==> src/rtl/serial_to_parallel_param.sv <==
// serial_to_parallel_param
// Frame-synchronised serial-to-parallel converter. Hunts for an 8-bit sync
// pattern, then assembles WIDTH data bits (MSB- or LSB-first) into a registered
// parallel word offered to the consumer with a valid/ready handshake.
// Optional feature: define PARITY_CHECK_EN to consume one even-parity bit after
// each data word and drop the word (PAR_ERR pulse) on a mismatch.
module serial_to_parallel_param #(
  parameter int         WIDTH     = 32,
  parameter bit         MSB_FIRST = 1'b1,
  parameter logic [7:0] SYNC_WORD = 8'hA5
) (
  input  logic             CLK,
  input  logic             RESET,
  input  logic             S_IN,
  input  logic             S_EN,
  input  logic             P_READY,
  output logic             P_VALID,
  output logic [WIDTH-1:0] P_OUT,
  output logic             BUSY,
  output logic             OVERRUN,
  output logic             PAR_ERR
);

  localparam int                CNT_W    = $clog2(WIDTH);
  localparam logic [CNT_W-1:0] CNT_LAST = CNT_W'(WIDTH - 1);

`ifdef PARITY_CHECK_EN
  typedef enum logic [1:0] {
    HUNT = 2'd0,
    DATA = 2'd1,
    PAR  = 2'd2
  } state_t;
`else
  typedef enum logic {
    HUNT = 1'b0,
    DATA = 1'b1
  } state_t;
`endif

  state_t           state_q, state_d;
  logic [7:0]       sr_q, sr_d;
  logic [7:0]       sr_shift;
  logic [CNT_W-1:0] cnt_q, cnt_d;
  logic [CNT_W-1:0] bit_idx;
  logic [WIDTH-1:0] shadow_q, shadow_d;
  logic [WIDTH-1:0] p_out_q, p_out_d;
  logic             p_valid_q, p_valid_d;
  logic             overrun_q, overrun_d;
  logic             complete;
`ifdef PARITY_CHECK_EN
  logic             par_acc_q, par_acc_d;
  logic             par_err_q, par_err_d;
`endif

  // Shadow index of the current data bit: first bit lands at the MSB or LSB end.
  always_comb begin
    bit_idx = cnt_q;
    if (MSB_FIRST) begin
      bit_idx = CNT_LAST - cnt_q;
    end
  end

  // Next-state logic: sync hunt, data assembly, optional parity, output handshake.
  always_comb begin
    state_d   = state_q;
    sr_d      = sr_q;
    sr_shift  = {sr_q[6:0], S_IN};
    cnt_d     = cnt_q;
    shadow_d  = shadow_q;
    p_out_d   = p_out_q;
    p_valid_d = p_valid_q;
    overrun_d = 1'b0;
    complete  = 1'b0;
`ifdef PARITY_CHECK_EN
    par_acc_d = par_acc_q;
    par_err_d = 1'b0;
`endif

    // A plain accept retires the held word; a completion below may reload it.
    if (p_valid_q && P_READY) begin
      p_valid_d = 1'b0;
    end

    case (state_q)
      HUNT: begin
        if (S_EN) begin
          if (sr_shift == SYNC_WORD) begin
            // Sync register is cleared so the next hunt starts from scratch
            // and can never match on bits that belonged to this frame.
            state_d = DATA;
            cnt_d   = '0;
            sr_d    = '0;
`ifdef PARITY_CHECK_EN
            par_acc_d = 1'b0;
`endif
          end else begin
            sr_d = sr_shift;
          end
        end
      end

      DATA: begin
        if (S_EN) begin
          shadow_d[bit_idx] = S_IN;
`ifdef PARITY_CHECK_EN
          par_acc_d = par_acc_q ^ S_IN;
`endif
          if (cnt_q == CNT_LAST) begin
            cnt_d = '0;
`ifdef PARITY_CHECK_EN
            state_d = PAR;
`else
            state_d  = HUNT;
            complete = 1'b1;
`endif
          end else begin
            cnt_d = cnt_q + CNT_W'(1);
          end
        end
      end

`ifdef PARITY_CHECK_EN
      PAR: begin
        if (S_EN) begin
          state_d = HUNT;
          // Even parity: data bits XOR parity bit must be zero.
          if (par_acc_q ^ S_IN) begin
            par_err_d = 1'b1;
          end else begin
            complete = 1'b1;
          end
        end
      end
`endif

      default: begin
        state_d = HUNT;
      end
    endcase

    // A finished word is published only if the output slot is free or is being
    // accepted this cycle; otherwise it is dropped and the held word is kept.
    if (complete) begin
      if (!p_valid_q || P_READY) begin
        p_out_d   = shadow_d;
        p_valid_d = 1'b1;
      end else begin
        overrun_d = 1'b1;
      end
    end
  end

  // Control and output registers; reset discards any partial frame.
  always_ff @(posedge CLK) begin
    if (RESET) begin
      state_q   <= HUNT;
      sr_q      <= '0;
      cnt_q     <= '0;
      p_out_q   <= '0;
      p_valid_q <= 1'b0;
      overrun_q <= 1'b0;
`ifdef PARITY_CHECK_EN
      par_acc_q <= 1'b0;
      par_err_q <= 1'b0;
`endif
    end else begin
      state_q   <= state_d;
      sr_q      <= sr_d;
      cnt_q     <= cnt_d;
      p_out_q   <= p_out_d;
      p_valid_q <= p_valid_d;
      overrun_q <= overrun_d;
`ifdef PARITY_CHECK_EN
      par_acc_q <= par_acc_d;
      par_err_q <= par_err_d;
`endif
    end
  end

  // Assembly shadow: every bit is rewritten before a word completes, so no reset.
  always_ff @(posedge CLK) begin
    shadow_q <= shadow_d;
  end

  assign P_OUT   = p_out_q;
  assign P_VALID = p_valid_q;
  assign OVERRUN = overrun_q;
  assign BUSY    = (state_q != HUNT);
`ifdef PARITY_CHECK_EN
  assign PAR_ERR = par_err_q;
`else
  assign PAR_ERR = 1'b0;
`endif

endmodule

==> config.mk <==
export PLATFORM = sky130hd
export DESIGN_NAME = serial_to_parallel_param
export DESIGN_NICKNAME = d
export VERILOG_FILES = /design/src/rtl/serial_to_parallel_param.sv
export SDC_FILE = /design/constraint.sdc
export NUM_CORES = 1
export LEC_CHECK = 0
export ABC_CLOCK_PERIOD_IN_PS = 3200
export CORE_UTILIZATION = 50
export DETAILED_ROUTE_END_ITERATION = 8
export PLACE_DENSITY = 0.74
export SLEW_MARGIN = 20
export SYNTH_ARGS = -nofsm -noshare
export SYNTH_HDL_FRONTEND = slang
export SYNTH_SLANG_ARGS = --single-unit
==> constraint.sdc <==
create_clock -name CLK -period 3.2 [get_ports CLK]
set_input_delay 0.32 -clock CLK [delete_from_list [all_inputs] [get_ports CLK]]
set_output_delay 0.32 -clock CLK [all_outputs]
set_load 0.1 [all_outputs]
[After elaboration in Yosys (flattened, before gate mapping)]
Cells that the tools add are included.
Word-level totals
  bits in registers: 79
  output and inout port bits: 36
  bits of input ports: 5
  logic and storage cells: 49
Operators by class
  muxes and demuxes: 23
  reductions and logical operators: 8
  magnitude comparators: 2
  $add $sub $neg: 2
  eq/ne operators: 5
  bitwise operators: 2
Operator list (count)
  32-bit two-way mux: 2
  32-bit bitwise mux: 1
  5-bit two-way mux: 4
  1-bit two-way mux: 12
  5-bit one-hot mux with 2 select lines: 1
  8-bit equality test (second input constant): 1
  7-bit two-way mux: 1
  5-bit by 6-bit less-than comparator with 1-bit output (second input constant): 1
  2-bit inequality test (second input constant): 3
  5-bit by 1-bit adder with 5-bit output (second input constant): 1
  1-bit demux with 5-bit select: 1
  5-bit equality test (second input constant): 1
  5-bit by 1-bit >= comparator with 1-bit output (second input constant): 1
  5-bit subtractor (first input constant): 1
  2-bit AND reduction: 2
  3-bit AND reduction: 1
  1-bit logical AND: 2
  1-bit inverter: 2
  1-bit one-hot mux with 2 select lines: 1
  2-bit OR reduction: 1
  1-bit zero test: 1
  1-bit logical OR: 1

[Longest topological paths before layout]
Gate-level depths: netlist (run 1).
  word-level depth: 8
  mapped depth: 10
  gate-level depth less buffers: 6

[Worst setup path before layout (run 1)]
No wires, ideal clock.
  kind: reg2reg
  from: register state_q, in the netlist BUSY
  to: register p_out_q[11], in the netlist P_OUT[11]
  setup time: 91 ps
  cell stages (with the launch flop): 6
  period minus slack after synthesis: 2055 ps
  data arrival time: 1964 ps
  path buffers: 2
  path slack: 1145 ps
  required time: 3109 ps
  cells stage by stage: dfxtp_1 > buf_2 > and4_1 > clkbuf_1 > nand2_1 > a311oi_1
On the way
  longest elaborated chain between the ends: 2
  elaborated cells on any way between the ends: 3
  those cells by class: mux: 2; reduce/logical: 1
Ends and longest elaborated chain
  from (decl): RTL line 40  | state_t state_q, state_d;
  from (signal assigned): RTL line 167  | state_q <= state_d;
  1-bit two-way mux: RTL line 84  | case (state_q)
  2-bit AND reduction (no source line)
  to (signal assigned): RTL line 170  | p_out_q <= p_out_d;
  to (decl): RTL line 46  | logic [WIDTH-1:0] p_out_q, p_out_d;
Parallel ways exist; a longest one is shown, timed or not.
A chain may end at the register's enable or synchronous reset.

[Worst setup path after layout (run 1)]
  from: register cnt_q[3]
  to: register p_out_q[0], in the netlist P_OUT[0]
On the way
  longest elaborated chain between the ends: 8
  elaborated cells on any way between the ends: 14
  those cells by class: add/sub: 1; order compare: 2; eq/ne: 1; mux: 8; reduce/logical: 2
Ends and longest elaborated chain
  from (decl): RTL line 43  | logic [CNT_W-1:0] cnt_q, cnt_d;
  from (signal assigned): RTL line 169  | cnt_q <= cnt_d;
  5-bit subtractor: RTL line 59  | bit_idx = CNT_LAST - cnt_q;
  5-bit by 6-bit less-than comparator with 1-bit output (implied by the code) or 5-bit by 1-bit >= comparator with 1-bit output (tied branches): RTL line 104  | shadow_d[bit_idx] = S_IN;
  1-bit logical AND (implied by the code): RTL line 104
  1-bit two-way mux (implied by the code): RTL line 104
  1-bit demux with 5-bit select: RTL line 104
  32-bit bitwise mux: RTL line 104
  32-bit two-way mux: RTL line 103  | if (S_EN) begin
  32-bit two-way mux: RTL line 84
Parallel ways exist; a longest one is shown, timed or not.

==> metrics.cfg, run 1 <==
[outcome]
status = complete, no violations

[cells_and_area]
finalNetCount = 409
num_antenna_cells = 0
fill_cells = 591
final_area_sq_um = 3820
area_delta_synth_final_pct = 17.4
drive_gt1_frac = 0.0650

[drt]
ant_nets = 0
routed_wl_mm = 7.79
wl_per_cell_um = 16.3
vias = 2825
firstDrtPassIters = 4
drc = 0
viasPerCell = 5.92
dr.first_iter.drc_count = 222

[global_routing]
grt_antenna_before_repair = 0
grt_pass1_vias = 2454
grt_max_degree = 48
gr-total-overflow = 0
grtUsageTotal = 0.249
grt_first_pass_wirelength_mm = 12.4

[clock_network]
postCtsHoldBufs = 0
cts-htree-levels = 3
cts_tree = yes
insertion_delay_ps = 350
cts_buffers = 9
cts_resized = 0
cts.sinks = 79
clock_path_buffers = 2
clk_pin_slew_ps = 80
post_cts_buffers = 0
cts_root_buffer = clkbuf_8

[setup_path]
crit_fanout = 21
cp.arrival_ps = 2500
critPathKind = flop to flop
cp-end-kind = flop
required_ps = 3420
worstSetupStartpointType = flop

[pwr]
internal_power_mw = 1.35
power.share.combinational = 0.020
vdd_ir_drop_max_mv = 0.247
power.share.clock = 0.413
power_density_nw_per_um2 = 454
p_seq_frac = 0.568
p_switching_mw = 0.384
p_leak_nw = 1.42
p_sw_frac = 0.221

[floorplan]
core-area_sq_um = 6310
io_pins = 41
initial_utilization = 0.516
die_y_um = 82.7
die_area_sq_um = 6840
std_cell_rows = 29
die_w_um = 82.7

[yosys]
synth_warnings = 0
ys.flop_type = dfxtp_1
avgSynthCellArea_sq_um = 8.70
synth-seq-cells = 79
synth_area_sq_um = 3260
synthArstFlopShare = 0
synthCells = 374
ys_seq_area_frac = 0.486
syn-num-nets = 388
synth_cell_types = 33
synth-edff-count = 0

[timing]
tns_ps = 0
max_freq_mhz = 438
drv_slew = 0
finalSetupViolCount = 0
worst_slew_pin_slew_ps = 976
period_share = 0.713
rsz0062_at_grt = no
finalHoldViolCount = 0
finalCriticalPeriod_ps = 2280
max_slew_margin = 0.347
finalClockSkew_ps = 5.90
whs_ps = 458

[placed_design]
port_buffers = 39
place_area_sq_um = 3630
dp_hpwl_mm = 5.05
gp_congestion = 0.780

[run]
max_cap_violations = 0

[worst_hold_path]
worstHoldPathType = flop to flop

path summary, 6_finish.rpt:
path,start,end,slack [ps],depth (start not counted)
max,cnt_q[3],P_OUT[0],920,6
min reg2reg,sr_q[6],sr_q[6],460,2
min,sr_q[6],sr_q[6],460,2
max reg2reg,cnt_q[3],P_OUT[0],920,6
cells in the final DEF, fill, tap and decap left out, types with 2 or more instances in the layout:
master	n
nand2_1	75
clkbuf_8	9
and3_1	3
a311oi_1	35
and3b_1	4
and2_1	2
buf_4	8
nand4_1	6
nor3_1	2
clkdlybuf4s50_1	38
nand3b_1	3
o21ai_0	33
ha_1	9
o211ai_1	5
nor3b_1	3
nand3_1	9
inv_1	4
dfxtp_1	79
nor4bb_1	3
and4_1	4
clkinv_2	3
a21oi_1	44
nand2b_1	2
or3b_2	3
or3_1	2
worst max-delay path, stage by stage, from the launching register on:
cell	delay [ps]
dfxtp_1	700
and3_1	280
ha_1	180
and3_1	170
and2_1	410
buf_4	290
a311oi_1	130
state kept, by name, summed over array words and instances (netlist names):
register,count
BUSY,1
OVERRUN,1
P_OUT,32
P_VALID,1
cnt_q,5
shadow_q,32
sr_q,7
metrics by stage:
| stage | cells | worst slack, ps | total power, mW | util |
|---|---|---|---|---|
| after global routing | 477 | 757 | 1.80 | 0.606 |
| after CTS | 477 | 956 | 1.75 | 0.606 |
| after global placement | 461 | 1020 | 1.04 | 0.576 |
| after detailed placement | 461 | 956 | 1.04 | 0.576 |
| after floorplan | 374 | 1140 | 1.03 | - |
| final | 477 | 918 | 1.73 | 0.606 |
cells in the mapped netlist, types with 5 or more instances:
cell type / n / area share
clkbuf_1: 20 / 0.023
ha_1: 9 / 0.035
dfxtp_1: 79 / 0.49
nand4_1: 6 / 0.012
nand3_1: 9 / 0.014
a311oi_1: 35 / 0.094
nand2_1: 75 / 0.086
o211ai_1: 5 / 0.012
a21oi_1: 44 / 0.068
buf_2: 14 / 0.022
o21ai_0: 33 / 0.051
layer usage:
| metal | track usage | part of all wire | vias to the layer above | wire (um) |
|---|---|---|---|---|
| met3 | 0.0462 | 0.038 | 12 | 299 |
| li1 | - | - | 1401 | - |
| met2 | 0.398 | 0.49 | 58 | 3790 |
| met1 | 0.327 | 0.46 | 1354 | 3580 |
| met5 | 0 | 0 | - | 0 |
| met4 | 0.112 | 0.015 | 0 | 118 |
power by group through the flow:
stage | Clock (mW) | Combinational (mW) | Sequential (mW)
finish | 0.716 | 0.0342 | 0.984
global route | 0.782 | 0.0369 | 0.985
CTS | 0.730 | 0.0339 | 0.984
detailed placement | 0 | 0.0336 | 1.01
global placement | 0 | 0.0334 | 1.01
floorplan | 0 | 0.0253 | 1.01
kinds of logic after synthesis:
family,after synthesis,share of synthesized area
AO/OA/AOI/OAI,119,0.229
adder cells (fa/ha/maj),9,0.0346
buffers and inverters,40,0.0530
flip-flops,79,0.486
multiplexers,1,0.00307
other,1,0.00115
AND/OR/NAND/NOR,125,0.194
cell type report:
cell class,count,area [sq um],share of cell area
Inverter,4,15.0,0.00393
Multi-Input combinational cell,255,1500,0.393
Timing Repair Buffer,46,440,0.115
Sequential cell,79,1580,0.414
Clock buffer,10,128,0.0334
Clock inverter,6,61.3,0.0160
Tap cell,77,96.3,0.0252
No activity file was read; power rests on OpenSTA's default activity.
==> inputs of run 2 (changes only) <==
--- a/config.mk
+++ b/config.mk
@@ -5,10 +5,10 @@
 export SDC_FILE = /design/constraint.sdc
 export NUM_CORES = 1
 export LEC_CHECK = 0
-export ABC_CLOCK_PERIOD_IN_PS = 3200
-export CORE_UTILIZATION = 50
+export ABC_CLOCK_PERIOD_IN_PS = 1900
+export CORE_UTILIZATION = 49
 export DETAILED_ROUTE_END_ITERATION = 8
-export PLACE_DENSITY = 0.74
+export PLACE_DENSITY = 0.76
 export SLEW_MARGIN = 20
 export SYNTH_ARGS = -nofsm -noshare
 export SYNTH_HDL_FRONTEND = slang
==> constraint.sdc (replaced) <==
create_clock -name CLK -period 1.9 [get_ports CLK]
set_input_delay 0.19 -clock CLK [delete_from_list [all_inputs] [get_ports CLK]]
set_output_delay 0.19 -clock CLK [all_outputs]
set_load 0.1 [all_outputs]
==> run 2 against run 1 <==
Cell count rose by 4.0%. Critical endpoint is now P_OUT[16]. Clock skew is 11 ps higher. Sequential share of layout area shrank 2.1 points. Clock power is 120% higher. Via count increased by 3.8%. Core utilization is 2.7 points higher. Largest power group unchanged. Final area increased by 5.7%. Global-route usage fell by 0.96 points. Total power up 89%. Largest cell class unchanged.
==> metrics.cfg, run 2 (synthesis results as in run 1) <==
[placed_design]
gp_congestion = 0.823  ; was 0.780
port_buffers = 39  ; unchanged
dp_hpwl_mm = 5.41  ; was 5.05 mm
place_area_sq_um = 3730  ; was 3630 sq um
place_inst = 478  ; was 461

[clock_network]
cts_tree = yes  ; unchanged
cts_root_buffer = clkbuf_8  ; unchanged
cts.sinks = 79  ; unchanged
cts-htree-levels = 3  ; unchanged
insertion_delay_ps = 370  ; was 350 ps
clock_path_buffers = 2  ; unchanged
postCtsHoldBufs = 0  ; unchanged
clk_pin_slew_ps = 80  ; about the same
cts_buffers = 9  ; unchanged

[pwr]
p_seq_frac = 0.506  ; was 0.568
p_sw_frac = 0.215  ; was 0.221
internal_power_mw = 2.57  ; was 1.35 mW
p_total_mw = 3.27  ; was 1.73 mW
power.share.combinational = 0.021  ; was 0.020
p_leak_nw = 1.63  ; was 1.42 nW
p_switching_mw = 0.703  ; was 0.384 mW
power.share.clock = 0.473  ; was 0.413
vdd_ir_drop_max_mv = 0.516  ; was 0.247 mV
power_density_nw_per_um2 = 810  ; was 454 nW/um^2

[timing]
tns_ps = 0  ; unchanged
finalCriticalPeriod_ps = 1820  ; was 2280 ps
max_slew_margin = 0.668  ; was 0.347
finalHoldViolCount = 0  ; unchanged
finalSetupViolCount = 0  ; unchanged
worst_slew_pin_slew_ps = 497  ; was 976 ps
finalClockSkew_ps = 17.3  ; was 5.90 ps
max_freq_mhz = 550  ; was 438 MHz
period_share = 0.957  ; was 0.713
drv_slew = 0  ; unchanged
rsz0062_at_grt = no  ; unchanged

[cells_and_area]
num_antenna_cells = 0  ; unchanged
final_cell_mix = dfxtp_1 (76), nand2_1 (75), buf_4 (54)  ; was dfxtp_1 (79), nand2_1 (75), a21oi_1 (44)
final_area_sq_um = 4040  ; was 3820 sq um
finalNonFillerCells = 496  ; was 477
drive_gt1_frac = 0.217  ; was 0.0650
post-route-util = 0.633  ; was 0.606
finalNetCount = 428  ; was 409
area_delta_synth_final_pct = 24.1  ; was 17.4%
fill_cells = 537  ; was 591
final_common_cell = dfxtp_1  ; unchanged

[floorplan]
core-area_sq_um = 6390  ; was 6310 sq um
die_y_um = 83.5  ; was 82.7 um
io_pins = 41  ; unchanged
initial_utilization = 0.510  ; was 0.516
std_cell_rows = 29  ; unchanged
die_area_sq_um = 6970  ; was 6840 sq um
die_w_um = 83.5  ; was 82.7 um

[setup_path]
r2r_cells = 7  ; was 6
setup.worst_path.end = P_OUT[16]  ; was P_OUT[0]
required_ps = 2170  ; was 3420 ps
setup.worst_path.start = cnt_q[1]  ; was cnt_q[3]
cp.arrival_ps = 2090  ; was 2500 ps
cp-end-kind = flop  ; unchanged
crit_fanout = 16  ; was 21
worstSetupStartpointType = flop  ; unchanged
timing.rr.start = cnt_q[1]  ; was cnt_q[3]
r2r_setup_slack_ps = 80  ; was 920 ps
critPathKind = flop to flop  ; unchanged
r2r_end = P_OUT[16]  ; was P_OUT[0]

[global_routing]
grt_pass1_vias = 2745  ; was 2454
grtUsageTotal = 0.240  ; was 0.249
gr-total-overflow = 0  ; unchanged
grt_first_pass_wirelength_mm = 13.2  ; was 12.4 mm
grt_antenna_before_repair = 0  ; unchanged
grt_max_degree = 48  ; unchanged

[drt]
routed_wl_mm = 8.25  ; was 7.79 mm
viasPerCell = 5.91  ; was 5.92
drc = 0  ; unchanged
wl_per_cell_um = 16.6  ; was 16.3 um
dr.first_iter.drc_count = 155  ; was 222
vias = 2933  ; was 2825
firstDrtPassIters = 4  ; unchanged
ant_nets = 0  ; unchanged

[outcome]
status = complete, no violations  ; unchanged

[worst_hold_path]
hold_start = sr_q[6]  ; unchanged
worstHoldPathType = flop to flop  ; unchanged

[run]
max_cap_violations = 0  ; unchanged

==> run 2: cell types whose count changed in the layout (fill, tap and decap cells not counted), moves of 3 or more <==
cell	previous run	this run
a311oi_1	35	32
a311oi_2	0	3
buf_12	0	3
buf_4	8	54
clkdlybuf4s50_1	38	4
clkinv_2	3	0
dfxtp_1	79	76
dfxtp_2	0	3
==> run 2: worst min path at each step <==
stage,slack [ps],cells after the start,endpoint
finish,470,2,sr_q[6]
global route,490,2,sr_q[6]
CTS,470,2,sr_q[6]
detailed placement,460,2,sr_q[6]
global placement,450,2,sr_q[6]
floorplan,440,2,sr_q[6]
==> run 2: power groups by stage <==
stage	Sequential (mW)	Clock [mW]	Combinational, mW
CTS	1.66	1.57	0.0670
detailed placement	1.70	0	0.0669
global placement	1.70	0	0.0660
finish	1.66	1.55	0.0681
global route	1.66	1.64	0.0737
floorplan	1.70	0	0.0426
==> run 2: critical path, stage by stage, from the launching register on <==
cell	delay [ps]
dfxtp_1	320
ha_2	210
and3_4	190
ha_2	180
and3_2	220
and2_4	190
clkbuf_16	170
a311oi_1	260
==> run 2: cell type report <==
class,instances,area (sq um),share of cell area
clock buffers,9,124,0.0307
clock inverters,7,126,0.0313
repair buffers,65,561,0.139
multi-input cells,255,1530,0.380
well taps,77,96.3,0.0238
inverters,4,15.0,0.00372
flip-flops and latches,79,1590,0.392
==> run 2: layer usage <==
layer	track usage	routed length, um
met1	0.295	3620
met2	0.399	4010
met3	0.0485	413
met4	0.125	209
met5	0	0
==> run 2: timing repair <==
action	CTS	global route
buffers inserted	0	0
resized for setup	0	9
endpoints found under the setup margin	0	6
==> run 2: metrics by stage <==
| stage | hold WS (ps) | worst slack (ps) |
|---|---|---|
| floorplan | 436 | 0.0143 |
| global placement | 451 | 157 |
| detailed placement | 459 | 81.2 |
| CTS | 470 | 71.1 |
| global route | 488 | 8.47 |
| finish | 466 | 81.9 |
==> inputs of run 3 (changes only) <==
--- a/config.mk
+++ b/config.mk
@@ -7,9 +7,11 @@
 export LEC_CHECK = 0
 export ABC_CLOCK_PERIOD_IN_PS = 1900
 export CORE_UTILIZATION = 49
+export CTS_CLUSTER_SIZE = 30
 export DETAILED_ROUTE_END_ITERATION = 8
 export PLACE_DENSITY = 0.76
 export SLEW_MARGIN = 20
 export SYNTH_ARGS = -nofsm -noshare
 export SYNTH_HDL_FRONTEND = slang
 export SYNTH_SLANG_ARGS = --single-unit
+export TNS_END_PERCENT = 5
==> run 3 against run 2 <==
Flip-flop and latch count did not move. Non-clock buffer count fell by 1. Total power barely moved. Global-route usage did not move. First-iteration DRC count fell by 5.2%. Die area did not move. Via count fell by 0.92%. Setup slack got worse by 5.4 ps. Largest cell class unchanged. Largest power group unchanged.
==> metrics.cfg, run 3 (synthesis results as in run 1) <==
[timing]
finalCriticalPeriod_ps = 1820  ; about the same
finalClockSkew_ps = 16.2  ; was 17.3 ps
max_freq_mhz = 548  ; was 550 MHz
period_share = 0.960  ; was 0.957
rsz0062_at_grt = no  ; unchanged
finalHoldViolCount = 0  ; unchanged
finalSetupViolCount = 0  ; unchanged
tns_ps = 0  ; unchanged
whs_ps = 468  ; was 466 ps
drv_slew = 0  ; unchanged

[cells_and_area]
fill_cells = 541  ; was 537
final_area_sq_um = 4030  ; was 4040 sq um
num_antenna_cells = 0  ; unchanged
post-route-util = 0.631  ; was 0.633
finalNonFillerCells = 495  ; was 496
final_cell_mix = dfxtp_1 (76), nand2_1 (75), buf_4 (54)  ; unchanged
finalNetCount = 427  ; was 428
drive_gt1_frac = 0.220  ; was 0.217
final_common_cell = dfxtp_1  ; unchanged
area_delta_synth_final_pct = 23.8  ; was 24.1%

[pwr]
power_density_nw_per_um2 = 812  ; was 810 nW/um^2
vdd_ir_drop_max_mv = 0.515  ; was 0.516 mV
p_leak_nw = 1.62  ; was 1.63 nW

[clock_network]
postCtsHoldBufs = 0  ; unchanged
insertion_delay_ps = 360  ; was 370 ps
clk_pin_slew_ps = 80  ; about the same
cts.sinks = 79  ; unchanged
cts_buffers = 9  ; unchanged
clock_path_buffers = 2  ; unchanged
cts_tree = yes  ; unchanged
cts-htree-levels = 3  ; unchanged
cts_root_buffer = clkbuf_8  ; unchanged

[placed_design]
place_area_sq_um = 3730  ; unchanged
dp_hpwl_mm = 5.41  ; unchanged
port_buffers = 39  ; unchanged
place_inst = 478  ; unchanged
gp_congestion = 0.823  ; unchanged

[outcome]
status = complete, no violations  ; unchanged

[drt]
firstDrtPassIters = 5  ; was 4
wl_per_cell_um = 16.5  ; was 16.6 um
drc = 0  ; unchanged
routed_wl_mm = 8.15  ; was 8.25 mm
dr.first_iter.drc_count = 147  ; was 155
vias = 2906  ; was 2933
ant_nets = 0  ; unchanged
viasPerCell = 5.87  ; was 5.91

[floorplan]
core-area_sq_um = 6390  ; unchanged
io_pins = 41  ; unchanged
initial_utilization = 0.510  ; unchanged
die_y_um = 83.5  ; unchanged
die_area_sq_um = 6970  ; unchanged
die_w_um = 83.5  ; unchanged
std_cell_rows = 29  ; unchanged

[worst_hold_path]
hold_path_depth = 2  ; unchanged
hold_start = sr_q[6]  ; unchanged
worstHoldPathType = flop to flop  ; unchanged
holdPathEnd = sr_q[6]  ; unchanged

[run]
max_cap_violations = 0  ; unchanged

[setup_path]
crit_fanout = 32  ; was 16
setup.worst_path.start = cnt_q[1]  ; unchanged
timing.rr.start = cnt_q[1]  ; unchanged
critPathKind = flop to flop  ; unchanged
cp.arrival_ps = 2090  ; about the same
worstSetupStartpointType = flop  ; unchanged
required_ps = 2170  ; about the same
r2r_cells = 7  ; unchanged
r2r_end = P_OUT[30]  ; was P_OUT[16]
cp-end-kind = flop  ; unchanged
r2r_setup_slack_ps = 80  ; about the same

[global_routing]
grt_first_pass_wirelength_mm = 13.2  ; unchanged
grtUsageTotal = 0.240  ; unchanged
grt_pass1_vias = 2745  ; unchanged
gr-total-overflow = 0  ; unchanged
grt_antenna_before_repair = 0  ; unchanged
grt_max_degree = 48  ; unchanged

run 3: changes by cell type in the layout (fill, tap and decap cells not counted):
cell / previous run / this run
clkbuf_16: 1 / 0
a311oi_2: 3 / 5
a311oi_1: 32 / 30
run 3: critical path, stage by stage, from the launching register on:
cell      delay (ps)
dfxtp_1          320
ha_2             210
and3_4           190
ha_2             180
and3_2           220
and2_4           180
buf_12           170
a311oi_2         290
run 3: metal layers:
| layer | vias to the layer above | track usage | part of all wire |
|---|---|---|---|
| li1 | 1438 | - | - |
| met1 | 1385 | 0.295 | 0.44 |
| met2 | 69 | 0.399 | 0.49 |
| met3 | 14 | 0.0485 | 0.043 |
| met4 | 0 | 0.125 | 0.021 |
| met5 | - | 0 | 0 |
run 3: area by class of cell:
type	instances	area, sq um	share of cell area
multi-input combinational	255	1550	0.384
clock inverter	7	126	0.0314
tap	77	96.3	0.0239
sequential	79	1590	0.393
clock buffer	9	124	0.0307
inverter	4	15.0	0.00373
timing repair buffer	64	536	0.133
run 3: worst max path at each step:
stage / endpoint / cells after the start
global placement: P_OUT[0] / 7
CTS: P_OUT[30] / 7
global route: P_OUT[8] / 7
floorplan: P_OUT[0] / 9
detailed placement: P_OUT[30] / 7
finish: P_OUT[30] / 7
run 3: repair_timing:
item | CTS | global route
endpoints found under the setup margin | 0 | 6
resized for setup | 0 | 10
buffers inserted | 0 | 0
run 3: per-stage QoR:
stage / power [mW] / setup slack [ps]
2_1_floorplan: 1.74 / 0.0143
3_3_place_gp: 1.76 / 157
3_5_place_dp: 1.76 / 81.2
4_1_cts: 3.29 / 71.1
5_1_grt: 3.37 / 6.58
6_report: 3.27 / 76.5
run 3: power breakdown:
part / internal (mW) / leakage, nW / switching, mW
Sequential: 1.66 / 0.638 / 0.00149
Combinational: 0.0236 / 0.862 / 0.0451
Clock: 0.890 / 0.122 / 0.654
Total: 2.57 / 1.62 / 0.701
